[src/rtl/parallel_link_ctrl.sv]
// parallel_link_ctrl: byte-link controller between a valid/ready stream and a
// parallel peer. TX FIFO words are presented on curbyteout with a load strobe
// of LOAD_CYCLES clocks. Peer words captured on instrobe rising edges land in a
// first-word-fall-through RX FIFO. Overflow on RX is reported as a sticky flag.
module parallel_link_ctrl #(
  parameter int DATA_W      = 8,
  parameter int TX_DEPTH    = 16,
  parameter int RX_DEPTH    = 16,
  parameter int LOAD_CYCLES = 4,
  parameter int SYNC_STAGES = 2
) (
  input  logic              clk_clk,
  input  logic              reset_reset,
  input  logic [DATA_W-1:0] tx_data,
  input  logic              tx_valid,
  output logic              tx_ready,
  output logic [DATA_W-1:0] rx_data,
  output logic              rx_valid,
  input  logic              rx_ready,
  input  logic              readytodownload,
  output logic [DATA_W-1:0] curbyteout,
  output logic              load,
  input  logic              instrobe,
  input  logic [DATA_W-1:0] curbytein,
  input  logic              ovf_clr,
  output logic [1:0]        outsignal
);

  localparam int TX_AW = $clog2(TX_DEPTH);
  localparam int RX_AW = $clog2(RX_DEPTH);
  localparam logic [7:0]     CNT_INIT = 8'(LOAD_CYCLES - 1);
  localparam logic [TX_AW:0] TX_ONE   = {{TX_AW{1'b0}}, 1'b1};
  localparam logic [RX_AW:0] RX_ONE   = {{RX_AW{1'b0}}, 1'b1};

  typedef enum logic [1:0] {
    ST_IDLE   = 2'd0,
    ST_SETUP  = 2'd1,
    ST_STROBE = 2'd2,
    ST_HOLD   = 2'd3
  } state_e;

  state_e                   state_q, state_d;
  logic [7:0]               cnt_q, cnt_d;
  logic [DATA_W-1:0]        curbyte_q, curbyte_d;
  logic                     load_q, load_d;
  logic [1:0]               outsig_q, outsig_d;
  logic                     tx_ready_q, tx_ready_d;
  logic [TX_AW:0]           tx_wr_q, tx_wr_d, tx_rd_q, tx_rd_d;
  logic [RX_AW:0]           rx_wr_q, rx_wr_d, rx_rd_q, rx_rd_d;
  logic                     rx_valid_q, rx_valid_d;
  logic [DATA_W-1:0]        rx_data_q, rx_data_d;
  logic                     ovf_q, ovf_d;
  logic [SYNC_STAGES-1:0]   rdy_sync_q, rdy_sync_d;
  logic [SYNC_STAGES-1:0]   stb_sync_q, stb_sync_d;
  logic [DATA_W-1:0]        din_sync_q [SYNC_STAGES];
  logic [DATA_W-1:0]        din_sync_d [SYNC_STAGES];
  logic                     stb_dly_q, stb_dly_d;
  logic [DATA_W-1:0]        tx_mem_q [TX_DEPTH];
  logic [DATA_W-1:0]        rx_mem_q [RX_DEPTH];

  logic              rdy_s, stb_s;
  logic [DATA_W-1:0] din_s;
  logic              tx_empty, tx_push, tx_pop;
  logic              rx_full, rx_rise, rx_push, rx_pop;

  assign rdy_s    = rdy_sync_q[SYNC_STAGES-1];
  assign stb_s    = stb_sync_q[SYNC_STAGES-1];
  assign din_s    = din_sync_q[SYNC_STAGES-1];
  assign tx_empty = (tx_wr_q == tx_rd_q);
  // RX full uses pre-pop occupancy: a word arriving when full is dropped.
  assign rx_full  = (rx_wr_q[RX_AW] != rx_rd_q[RX_AW]) &&
                    (rx_wr_q[RX_AW-1:0] == rx_rd_q[RX_AW-1:0]);

  // Shift the async peer inputs (and the data bus alongside) through the synchronisers.
  always_comb begin
    rdy_sync_d    = {rdy_sync_q[SYNC_STAGES-2:0], readytodownload};
    stb_sync_d    = {stb_sync_q[SYNC_STAGES-2:0], instrobe};
    din_sync_d[0] = curbytein;
    for (int i = 1; i < SYNC_STAGES; i++) begin
      din_sync_d[i] = din_sync_q[i-1];
    end
    stb_dly_d = stb_s;
  end

  // TX FSM: pop a word when the peer is ready, then setup / strobe / hold.
  always_comb begin
    state_d   = state_q;
    cnt_d     = cnt_q;
    curbyte_d = curbyte_q;
    tx_pop    = 1'b0;
    case (state_q)
      ST_IDLE: begin
        if (!tx_empty && rdy_s) begin
          tx_pop    = 1'b1;
          curbyte_d = tx_mem_q[tx_rd_q[TX_AW-1:0]];
          state_d   = ST_SETUP;
        end else begin
          state_d   = ST_IDLE;
        end
      end
      ST_SETUP: begin
        cnt_d   = CNT_INIT;
        state_d = ST_STROBE;
      end
      ST_STROBE: begin
        if (cnt_q == 8'd0) begin
          state_d = ST_HOLD;
        end else begin
          cnt_d   = cnt_q - 8'd1;
        end
      end
      ST_HOLD: begin
        state_d = ST_IDLE;
      end
      default: begin
        state_d = ST_IDLE;
      end
    endcase
    load_d = (state_d == ST_STROBE);
  end

  // FIFO pointers, RX head presentation, sticky overflow and status word.
  always_comb begin
    tx_push    = tx_valid & tx_ready_q;
    tx_wr_d    = tx_push ? (tx_wr_q + TX_ONE) : tx_wr_q;
    tx_rd_d    = tx_pop  ? (tx_rd_q + TX_ONE) : tx_rd_q;
    tx_ready_d = !((tx_wr_d[TX_AW] != tx_rd_d[TX_AW]) &&
                   (tx_wr_d[TX_AW-1:0] == tx_rd_d[TX_AW-1:0]));

    rx_rise = stb_s & ~stb_dly_q;
    rx_push = rx_rise & ~rx_full;
    rx_pop  = rx_valid_q & rx_ready;
    rx_wr_d = rx_push ? (rx_wr_q + RX_ONE) : rx_wr_q;
    rx_rd_d = rx_pop  ? (rx_rd_q + RX_ONE) : rx_rd_q;
    // The head is taken from already-written entries only, so a fresh push
    // becomes visible one clock after it lands in memory.
    rx_valid_d = (rx_wr_q != rx_rd_d);
    if (rx_valid_d) begin
      rx_data_d = rx_mem_q[rx_rd_d[RX_AW-1:0]];
    end else begin
      rx_data_d = rx_data_q;
    end

    // A set in the same cycle as a clear wins.
    if (rx_rise && rx_full) begin
      ovf_d = 1'b1;
    end else if (ovf_clr) begin
      ovf_d = 1'b0;
    end else begin
      ovf_d = ovf_q;
    end
    outsig_d = {ovf_d, (state_d != ST_IDLE)};
  end

  // FIFO storage; contents are don't-care until written, so no reset.
  always_ff @(posedge clk_clk) begin
    if (tx_push) tx_mem_q[tx_wr_q[TX_AW-1:0]] <= tx_data;
    if (rx_push) rx_mem_q[rx_wr_q[RX_AW-1:0]] <= din_s;
  end

  // State and output registers with asynchronous reset.
  always_ff @(posedge clk_clk or posedge reset_reset) begin
    if (reset_reset) begin
      state_q    <= ST_IDLE;
      cnt_q      <= 8'd0;
      curbyte_q  <= '0;
      load_q     <= 1'b0;
      outsig_q   <= 2'b00;
      tx_ready_q <= 1'b1;
      tx_wr_q    <= '0;
      tx_rd_q    <= '0;
      rx_wr_q    <= '0;
      rx_rd_q    <= '0;
      rx_valid_q <= 1'b0;
      rx_data_q  <= '0;
      ovf_q      <= 1'b0;
      rdy_sync_q <= '0;
      stb_sync_q <= '0;
      stb_dly_q  <= 1'b0;
      for (int i = 0; i < SYNC_STAGES; i++) begin
        din_sync_q[i] <= '0;
      end
    end else begin
      state_q    <= state_d;
      cnt_q      <= cnt_d;
      curbyte_q  <= curbyte_d;
      load_q     <= load_d;
      outsig_q   <= outsig_d;
      tx_ready_q <= tx_ready_d;
      tx_wr_q    <= tx_wr_d;
      tx_rd_q    <= tx_rd_d;
      rx_wr_q    <= rx_wr_d;
      rx_rd_q    <= rx_rd_d;
      rx_valid_q <= rx_valid_d;
      rx_data_q  <= rx_data_d;
      ovf_q      <= ovf_d;
      rdy_sync_q <= rdy_sync_d;
      stb_sync_q <= stb_sync_d;
      stb_dly_q  <= stb_dly_d;
      for (int i = 0; i < SYNC_STAGES; i++) begin
        din_sync_q[i] <= din_sync_d[i];
      end
    end
  end

  assign tx_ready   = tx_ready_q;
  assign rx_valid   = rx_valid_q;
  assign rx_data    = rx_data_q;
  assign curbyteout = curbyte_q;
  assign load       = load_q;
  assign outsignal  = outsig_q;

endmodule

[config.mk]
export PLATFORM = sky130hd
export DESIGN_NAME = parallel_link_ctrl
export DESIGN_NICKNAME = d
export VERILOG_FILES = /design/src/rtl/parallel_link_ctrl.sv
export SDC_FILE = /design/constraint.sdc
export NUM_CORES = 1
export LEC_CHECK = 0
export CORE_ASPECT_RATIO = 0.6
export CORE_UTILIZATION = 30
export CTS_CLUSTER_DIAMETER = 60
export CTS_CLUSTER_SIZE = 16
export DETAILED_ROUTE_END_ITERATION = 6
export GPL_TIMING_DRIVEN = 0
export RECOVER_POWER = 25
export SETUP_SLACK_MARGIN = 0.02
export SLEW_MARGIN = 5
export SYNTH_ARGS = -nofsm -noshare
export SYNTH_HDL_FRONTEND = slang
export SYNTH_SLANG_ARGS = --single-unit
[constraint.sdc]
create_clock -name clk_clk -period 2.7 [get_ports clk_clk]
set_input_delay 0.81 -clock clk_clk [delete_from_list [all_inputs] [get_ports clk_clk]]
set_output_delay 0.81 -clock clk_clk [all_outputs]
set_load 0.02 [all_outputs]
# After elaboration in Yosys (flattened, before gate mapping)
# Memories as Yosys holds them, arrays and structs flattened. A register that Yosys moved wholly into a read port is not among the register bits.
# Index checks and enable logic that the tools add are counted.
totals:
  reg_bits: 57
  latch_bits: 0
  ram_bits: 256
  rom_bits: 0
  memories: 2
op_classes:
  addsub: 5
  multipliers: 0
  div: 0
  magnitude_cmp: 0
  n_eq_ne: 11
  n_shift: 0
  n_mux: 16
  bitwise_logic: 6
  n_reduce_logical: 12
mem_list:
  columns: ["memory", "words", "width", "rd", "rd_ports_with_merged_regs", "wr", "line", "text"]
  rows:
  - ["rx_mem_q", 16, 8, 1, 1, 1, "59", "logic [DATA_W-1:0] rx_mem_q [RX_DEPTH];"]
  - ["tx_mem_q", 16, 8, 1, 1, 1, "58", "logic [DATA_W-1:0] tx_mem_q [TX_DEPTH];"]
op_table:
  columns: ["cell", "n"]
  rows:
  - ["$add 5x1->5 const B", 4]
  - ["$pmux 8 s2", 1]
  - ["$mux 5", 3]
  - ["$mux 1", 9]
  - ["$eq 4x4->1", 2]
  - ["$logic_not 8->1", 1]
  - ["$mux 8", 1]
  - ["$pmux 2 s4", 1]
  - ["$sub 8x1->8 const B", 1]
  - ["$eq 2x2->1 const B", 3]
  - ["$eq 5x5->1", 1]
  - ["$ne 5x5->1", 1]
  - ["$and 1x1->1", 4]
  - ["$logic_and 1x1->1", 4]
  - ["$reduce_and 2->1", 2]
  - ["$reduce_bool 2->1", 2]
  - ["$eq 2x1->1 const B", 1]
  - ["$logic_not 1->1", 2]
  - ["$logic_not 2->1", 1]
  - ["$mux 2", 1]
  - ["$ne 1x1->1", 2]
  - ["$ne 2x2->1 const B", 1]
  - ["$not 1->1", 2]

# Depth between registers and ports, before layout
# Gate-level depths: netlist (run 1).
logic_depth:
  ltp_word: 9
  ltp_mapped: 9

# Worst setup path after synthesis (run 1)
# No wires, ideal clock.
synth_path:
  path_type: "input to register"
  from: "in rx_ready"
  to: "reg rx_data_q[5], in the netlist rx_data[5] (read register of rx_mem_q)"
  setup_time_ps: 125
  arrival_ps: 2259
  t_required_ps: 2575
  slack_ps: 316
  stages: 8
  path_buffers: 2
  cell_sequence: "clkbuf_8 a21bo_2 o22ai_1 clkbuf_1 nand3_1 nand4_1 mux2i_1 mux2_4"
synth_between:
  elab_chain_len: 3
synth_rtl:
  columns: ["element", "line", "text"]
  rows:
  - ["start: declaration", "19", "input logic rx_ready,"]
  - ["$and 1x1->1 (*)", "132", "rx_pop = rx_valid_q & rx_ready;"]
  - ["$mux 5 (*)", "134", "rx_rd_d = rx_pop ? (rx_rd_q + RX_ONE) : rx_rd_q;"]
  - ["$ne 5x5->1", "137", "rx_valid_d = (rx_wr_q != rx_rd_d);"]
  - ["end: declaration", "51", "logic [DATA_W-1:0] rx_data_q, rx_data_d;"]
# Every way passes the cells marked *; elsewhere a longest branch is shown, timed or not.
# A chain may end at the register's enable or synchronous reset.

# Worst setup path after layout (run 1)
layout_path:
  from: "in tx_valid"
  to: "mem tx_mem_q[12][6], enable pin"
layout_between:
  elab_chain_len: 3
layout_rtl:
  columns: ["element", "line", "text"]
  rows:
  - ["start: declaration", "15", "input logic tx_valid,"]
  - ["$and 1x1->1", "124", "tx_push = tx_valid & tx_ready_q;"]
  - ["$mux 1", "157", "if (tx_push) tx_mem_q[tx_wr_q[TX_AW-1:0]] <= tx_data;"]
  - ["$mux 1 (implied by the code)", "157", null]
  - ["end: declaration", "58", null]
# No other way between the ends.

==> results of run 1 <==
[routing by layer]
metal | vias up | global-route usage [%] | wire length, um
li1 | 3544 | - | -
met1 | 4031 | 23.0 | 16400
met2 | 288 | 18.0 | 12600
met3 | 23 | 4.90 | 3410
met4 | 0 | 2.10 | 352
met5 | - | 0 | 0
[registers in the layout, summed over array words and instances (netlist names)]
| name | flops |
|---|---|
| curbyteout | 8 |
| rx_valid | 1 |
| tx_wr_q | 5 |
| tx_mem_q | 128 |
| rx_data | 8 |
| stb_dly_q | 1 |
| cnt_q | 8 |
| outsignal | 2 |
| din_s | 8 |
| state_q | 2 |
| tx_ready | 1 |
| tx_rd_q | 5 |
| din_sync_d | 8 |
| rx_rd_q | 5 |
| rdy_sync_q | 2 |
| rx_wr_q | 5 |
| rx_mem_q | 128 |
| stb_sync_q | 2 |
| load | 1 |
[worst max-delay path: cells and delay by family]
family                 cells  cell delay, ns
buffers and inverters      2            0.89
AND/OR/NAND/NOR            3            1.16
[cell families after synthesis]
family / share of synthesized area (%)
xor+xnor: 2.49
fa+ha+maj: 1.47
compound gates: 4.57
mux: 9.09
flops: 69.9
buf+inv: 2.39
simple gates: 10.1
[power by group through the flow]
stage                     Combinational (mW)  Sequential, mW  Clock [mW]
after global placement                  6.35            6.63           0
after floorplan                         4.24            6.69           0
after detailed placement                6.46            6.66           0
final                                   6.96            6.61        3.67
after CTS                               6.81            6.56        3.76
after global routing                    7.48            6.70        3.93
[worst paths after layout]
check / from / end / slack [ns] / depth (start not counted)
min in group asynchronous: reset_reset / din_sync_d[2] / 0.74 / 2
worst max register to register: rx_rd_q[0] / rx_data[1] / 0.07 / 8
worst min-delay path: din_sync_d[6] / din_s[6] / 0.35 / 0
worst max-delay path: tx_valid / tx_mem_q[12][6] / -0.002 / 5
max in group asynchronous: reset_reset / rx_rd_q[0] / 0.55 / 3
worst min register to register: din_sync_d[6] / din_s[6] / 0.35 / 0
[final cells by class]
class	instances	share of cell area (%)
repair buffers	48	2.96
multi-input cells	489	24.9
clock buffers	42	4.50
well taps	579	4.59
flip-flops and latches	328	60.1
inverters	16	0.388
diodes	1	0.0159
plain buffers	51	2.17
clock inverters	4	0.357
[per-stage QoR]
stage               utilization [%]  TNS (ns)  total power [mW]
floorplan                         -         0              10.9
global placement               33.5   -189.96              13.0
detailed placement             33.6    -70.38              13.1
CTS                            35.8    -0.135              17.1
global route                   35.9     -3.74              18.1
finish                         35.9  -0.00177              17.2
[placed cells by master (no fill, tap or decap), types with 11 or more instances in the layout]
cell type        instances
clkdlybuf4s50_1         31
ha_1                    16
clkbuf_1                27
and2_1                  15
inv_1                   14
dlygate4sd3_1           11
dfrtp_1                 70
nand3_1                139
clkbuf_4                14
nor2_1                  14
o21ai_0                 69
xnor2_1                 22
clkbuf_16               26
edfxtp_1               256
nand2_1                 25
a21oi_1                 11
nand4_1                 20
mux4_2                  40
[repair_timing]
action,in CTS,in global routing
endpoints found under the setup margin,61,156
gates resized for setup,55,35
pin swaps,5,4
buffers inserted,2,2
==> summary.txt, run 1 <==
Status - complete, but fails checks
Failing checks - setup timing
Initial DRT Pass Iterations - 5
Setup-violating endpoint count in the final report - 1
Maximum Capacitance Violations - 0
Startpoint type of the worst setup path - primary input
Num CTS Buffers - 25
Maximum number of pins on one net before global-route repair - 63
Maximum level of the CTS H-tree - 1
CTS tree - yes
Delay contributed by the slowest stage of the critical path - 0.73 ns
Register bit count reported by yosys - 328
Placer congestion estimate - 0.847
Top cells by count, synth - edfxtp_1, nand3_1, dfrtp_1
Sw Ratio - 36.3%
Detailed-route DRC error count - 0
Initial Utilization - 30.9%
Static leakage - 5.34 nW
Area inside the core boundary - 44000 um2
Final standard cell count with taps included and fillers excluded - 1558
Area used by multi-input combinational logic - 3930 um2
Worst hold slack - 0.351 ns
Fraction of final layout cells sized beyond drive strength 1 - 17.6%
Post-synthesis sequential area ratio - 69.9%
Clock latency of the later-clocked register in the worst-skew pair - 0.55 ns
Switching component of the power - 6.25 mW
Cell area after placement - 14800 um2
Syn-to-layout area delta - 16.2%
Proportion of power drawn by the clock network - 21.3%
Worst setup timing slack at the placement stage - -1.15 ns
Setup CP Type - in -> reg
Slew @ Worst Pin - 1.10 ns
Worst supply voltage drop on vdd - 0.509 mV
PortBufs - 43
Longest Clk Path Bufs - 3
Worst setup slack after layout - -0.00177 ns
Num rows - 59
Max FO, Critical Path - 10
# fillers - 4168
Data required time of the worst path - 2.85 ns
Worst min-delay path class - reg -> reg
Share of power burned in registers - 38.3%
Die Footprint - 46100 um2
Mean routed wirelength per cell - 21.0 um
Setup crit end kind - flop
Post-CTS Hold Fix Bufs - 0
Cell count after synthesis - 887
Synthesized Nets - 926
Arr. time, crit path - 2.85 ns
Cell chain of the critical path - clkdlybuf4s50_1 -> and2_1 -> clkbuf_1 -> nand2_1 -> nor2_1
Synth area leader - edfxtp_1
Cell area after synthesis - 13600 um2
Logic pwr share - 40.4%
Final net count - 998
Tmin final - 2.70 ns
Total power density per cell area - 1090 nW/um2
Violation count after the first detailed-route iteration - 802
Routed vias - 7886
Count of placed standard cells including taps - 1510
Chip Height - 167 um
Slowest cell on the critical path - nor2_1
Wire length of the first global-routing pass - 49600 um
Final Hold Fails - 0
Floorplan die width - 277 um
HPWL after detailed placement - 22700 um
Clock tree skew after final layout - 0.0243 ns
Average instance area after synthesis - 15.3 um2
Clock sink count - 328
Total congestion overflow after global routing - 0
Post-route fraction of the period consumed by the critical path - 100%
Worst slew margin - 26.5%
Cell types with the largest area share after synthesis - edfxtp_1, dfrtp_1, mux4_2
Synth unique cells - 62
Register Area - 9490 um2
CTS root buffer - clkbuf_16
Final-report max-slew violation count - 0
Final instance area - 15800 um2
Count of flip-flops with a built-in enable after synthesis - 256
Clock edge transition at the registers on the reported setup and hold paths - 0.07 ns
Cell-internal power - 11.0 mW
Initial antenna violation count - 1
Post-synth ARST share - 22.0%
Setup repair after global routing missed its margin - true
YS warnings - 0
Prevailing post-synth register cell - edfxtp_1
Overall fraction of global-route tracks in use - 14.2%
Maximum operating frequency - 370 MHz
Number of global-route vias before repair - 7678
Routed wire length - 32800 um
Area share of the leading cell type in the synthesized netlist - 56.6%
Library cell with the highest instance count after synthesis - edfxtp_1
Ratio of routed vias to standard cells - 5.06
Count of nets left with antenna violations after detail routing - 0
Number of top-level design ports - 44
Power figures use the tool's default switching activity.
==> run 2, diff against run 1 <==
--- a/config.mk
+++ b/config.mk
@@ -13,6 +13,7 @@
 export GPL_TIMING_DRIVEN = 0
 export RECOVER_POWER = 25
 export SETUP_SLACK_MARGIN = 0.02
+export SKIP_LAST_GASP = 1
 export SLEW_MARGIN = 5
 export SYNTH_ARGS = -nofsm -noshare
 export SYNTH_HDL_FRONTEND = slang
==> constraint.sdc (replaced) <==
create_clock -name clk_clk -period 3.1 [get_ports clk_clk]
set_input_delay 0.93 -clock clk_clk [delete_from_list [all_inputs] [get_ports clk_clk]]
set_output_delay 0.93 -clock clk_clk [all_outputs]
set_load 0.02 [all_outputs]
==> summary.txt, run 2 (synthesis results as in run 1) <==
Status - complete, no violations
Arr. time, crit path - 3.39 ns
Clock edge transition at the registers on the reported setup and hold paths - 0.07 ns
Floorplan die width - 277 um
Final Hold Fails - 0
PortBufs - 43
Violation count after the first detailed-route iteration - 837
Worst Setup SP - rx_rd_q[0]
Number of top-level design ports - 44
Chip Height - 167 um
Setup crit end kind - flop
Tmin final - 2.91 ns
HPWL after detailed placement - 22700 um
Initial Utilization - 30.9%
Total power density per cell area - 944 nW/um2
Max FO, Critical Path - 10
Worst supply voltage drop on vdd - 0.446 mV
Static leakage - 5.31 nW
Post-route fraction of the period consumed by the critical path - 93.9%
Clock latency of the later-clocked register in the worst-skew pair - 0.55 ns
CTS root buffer - clkbuf_16
Slowest cell on the critical path - dfrtp_1
Clock tree skew after final layout - 0.0292 ns
Startpoint of the worst-slack reg-to-reg timing path - rx_rd_q[0]
Setup-violating endpoint count in the final report - 0
Cell chain of the critical path - ha_1 -> buf_2 -> xnor2_1 -> o22ai_4 -> clkbuf_2 -> nand3_1 -> nand4_1 -> mux2i_1 -> mux2_4
Fraction of final layout cells sized beyond drive strength 1 - 15.4%
Maximum Capacitance Violations - 0
End-of-flow core utilization - 35.6%
Most common cell after layout, fill and taps aside - edfxtp_1
Detailed-route DRC error count - 0
Most frequent cells in the layout - edfxtp_1, nand3_1, dfrtp_1
Worst slew margin - 28.8%
Routed vias - 7824
Ratio of routed vias to standard cells - 5.02
Setup repair after global routing missed its margin - false
# fillers - 4178
CTS tree - yes
Initial DRT Pass Iterations - 5
Wire length of the first global-routing pass - 49300 um
Final instance area - 15700 um2
Clock sink count - 328
Final net count - 998
Longest Clk Path Bufs - 3
Mean routed wirelength per cell - 20.9 um
Num rows - 59
Data required time of the worst path - 3.58 ns
Num CTS Buffers - 25
Area inside the core boundary - 44000 um2
Maximum operating frequency - 344 MHz
Buf+Inv Stages, Crit Path - 2
Kind of cell with the highest combined delay on the critical path - flip-flops
Syn-to-layout area delta - 15.3%
Die Footprint - 46100 um2
Maximum number of pins on one net before global-route repair - 63
Total Neg Setup Slack - 0 ns
Final-report max-slew violation count - 0
Register Area - 9490 um2
Number of global-route vias before repair - 7669
Slew @ Worst Pin - 1.06 ns
Total congestion overflow after global routing - 0
Startpoint type of the worst setup path - flop
Cell area after placement - 14800 um2
Routed wire length - 32500 um
Hold Crit Start - stb_sync_q[0]
Setup CP Type - reg -> reg
Initial antenna violation count - 1
Count of nets left with antenna violations after detail routing - 0
Area used by multi-input combinational logic - 3860 um2
Delay contributed by the slowest stage of the critical path - 0.52 ns
Worst min-delay path class - reg -> reg
Maximum level of the CTS H-tree - 1
Placer congestion estimate - 0.847
Overall fraction of global-route tracks in use - 14.1%
[run 2: routing by layer]
metal / part of all wire [%] / up-vias / GRT usage [%]
met5: 0 / - / 0
met4: 1.0 / 0 / 2.10
met3: 11 / 19 / 4.76
met2: 38 / 285 / 17.8
met1: 50 / 3970 / 23.0
li1: - / 3550 / -
[run 2: final timing paths]
check | end | slack, ns | cells after the start
worst max-delay path | rx_data[1] | 0.19 | 9
worst min-delay path | stb_sync_q[1] | 0.35 | 0
worst max register to register | rx_data[1] | 0.19 | 9
worst min register to register | stb_sync_q[1] | 0.35 | 0
max in group asynchronous | rx_rd_q[2] | 0.86 | 3
min in group asynchronous | din_sync_d[2] | 0.86 | 2
[run 2: timing repair]
item                                    4_1_cts  5_1_grt
hold buffers                                  0        0
setup buffers                                 0        3
endpoints found under the hold margin         0        0
gates resized for setup                      19       36
endpoints found under the setup margin        8        8
pin swaps                                     0        4
[run 2: stage by stage]
step	power [mW]	setup slack (ns)	cells	hold slack (ns)
after global routing	15.6	0.0756	1557	0.354
final	14.8	0.190	1558	0.347
after CTS	14.7	0.0673	1554	0.351
after detailed placement	11.4	-0.868	1510	0.335
after global placement	11.3	-1.25	1509	0.336
after floorplan	9.52	0.347	887	0.331
[run 2: area by class of cell]
cell class / instances / area share [%]
sequential: 328 / 60.6
multi-input combinational: 489 / 24.6
tap: 579 / 4.63
clock buffer: 42 / 4.54
timing repair buffer: 47 / 2.96
buffer: 52 / 1.90
inverter: 16 / 0.391
clock inverter: 4 / 0.359
antenna: 1 / 0.0160
[run 2: report_power, final]
part | internal (mW) | total [mW] | switching (mW) | leakage [nW]
sequential | 5.34 | 5.71 | 0.369 | 3.16
combinational | 2.46 | 5.89 | 3.43 | 1.78
clock | 1.66 | 3.20 | 1.54 | 0.367
total | 9.46 | 14.8 | 5.33 | 5.31
==> run 3, diff against run 2 <==
--- a/config.mk
+++ b/config.mk
@@ -5,6 +5,7 @@
 export SDC_FILE = /design/constraint.sdc
 export NUM_CORES = 1
 export LEC_CHECK = 0
+export ABC_CLOCK_PERIOD_IN_PS = 3100
 export CORE_ASPECT_RATIO = 0.6
 export CORE_UTILIZATION = 30
 export CTS_CLUSTER_DIAMETER = 60
==> results of run 3 <==
Final layout, timing and power as in run 2 (identical DEF).
==> patch (config.mk and constraints of run 1) <==
`TX_DEPTH`: 16 -> 8.
--- a/src/rtl/parallel_link_ctrl.sv
+++ b/src/rtl/parallel_link_ctrl.sv
@@ -4,7 +4,7 @@
 // first-word-fall-through RX FIFO. Overflow on RX is reported as a sticky flag.
 module parallel_link_ctrl #(
   parameter int DATA_W      = 8,
-  parameter int TX_DEPTH    = 16,
+  parameter int TX_DEPTH    = 8,
   parameter int RX_DEPTH    = 16,
   parameter int LOAD_CYCLES = 4,
   parameter int SYNC_STAGES = 2
Formal check against the unedited RTL: not equivalent (Yosys sat finds a counterexample within 10 cycles, from zero or initial values and one cycle with reset_reset high).
==> patch against run 1 <==
  * Design area down 18%
  * Power decreased by 18%
  * Utilization is essentially flat
  * Worst setup slack improved by 67 ps
  * Routed wire length decreased by 20%
  * Sequential cell count decreased by 66
  * Clock skew down 10 ps
  * Sequential power fell by 19%
  * Synthesized area down 19%
  * Synthesized cell count is 18% lower
  * Largest power group unchanged
==> patch: results (changes against run 1) <==
Worst setup path start - rx_ready
Drt total wl - 26,200 um (-20%)
GRT met1 Usage - 21.8% (-1.3 points)
Synth top area cells - edfxtp_1 (52%), dfrtp_1 (16%), mux4_2 (6.5%), nand2b_1 (2.1%), nand2_1 (1.8%)
Synth unique cells - 61 (-1.6%)
Post-DP HPWL - 17,900 um (-21%)
Clk_skew - 14.1 ps (-10.2 ps)
Met2 GRT Util - 19.7% (+1.6 points)
Clock Latency Late Sink - 510 ps (-40 ps)
Arrival time of the worst setup path - 3010 ps (+160 ps)
Initial antenna violation count - 0 (-1)
First-pass GRT wire length - 39,100 um (-21%)
Routed vias - 6,496 (-18%)
Num CTS Buffers - 21 (-16%)
Register area share after synthesis - 68.0% (-1.9 points)
Share of cells above drive strength 1 - 17.3% (-0.25 points)
Slowest-stage cell, CP - mux4_2
Final Wtd Congestion - 0.842 (-0.60%)
Nets - 846 (-15%)
GRT Overall Usage - 13.9% (-0.33 points)
Post-synth EDFFs - 192 (-25%)
Top cells by count, synth - edfxtp_1 (192), dfrtp_1 (69), nand2_1 (53), nand2b_1 (37), nor3_1 (35)
Multi-input logic area - 3400 um^2 (-13%)
Status - finished clean
Combinational power - 5.93 mW (-15%)
Post-Syn Instances - 731 (-18%)
# fillers - 3,388 (-19%)
## patch: layer usage
metal | wire length, um | vias to the layer above
met2 | 11000 | 234
met3 | 2210 | 22
met5 | 0 | -
met4 | 320 | 0
met1 | 12700 | 3290
li1 | - | 2950
## patch: worst paths after layout
kind                       cells past startpoint             to
min in group asynchronous                      2  din_sync_d[4]
min reg2reg                                    0       din_s[6]
max                                           10     rx_data[2]
max in group asynchronous                      3     rx_rd_q[0]
min                                            0       din_s[6]
max reg2reg                                   10     rx_data[2]
## patch: area by class of cell
type | count | area share [%]
flip-flops and latches | 262 | 57.8
multi-input cells | 417 | 26.1
well taps | 476 | 4.58
repair buffers | 56 | 4.42
clock buffers | 33 | 4.38
plain buffers | 36 | 1.86
inverters | 16 | 0.509
clock inverters | 5 | 0.336
diodes | 1 | 0.0192
## patch: timing repair
| action | in CTS | in global routing |
|---|---|---|
| pin swaps | 5 | 8 |
| endpoints found under the setup margin | 73 | 136 |
| gates resized for setup | 29 | 25 |
| setup buffers | 3 | 8 |
| cloned | 1 | 0 |
## patch: cells by family after synthesis
logic type | Yosys count | synth area share, %
AO/OA/AOI/OAI | 108 | 6.63
XOR/XNOR | 35 | 3.19
adder cells (fa/ha/maj) | 13 | 1.47
buffers and inverters | 52 | 2.39
flip-flops | 262 | 68.0
multiplexers | 42 | 7.43
AND/OR/NAND/NOR | 219 | 10.9
## patch: critical path, delay by kind of cell
family | cells | cell delay [ps]
muxes | 1 | 510
buffers and inverters | 5 | 840
and+or+nand+nor | 2 | 340
AOI/OAI and AO/OA | 2 | 500
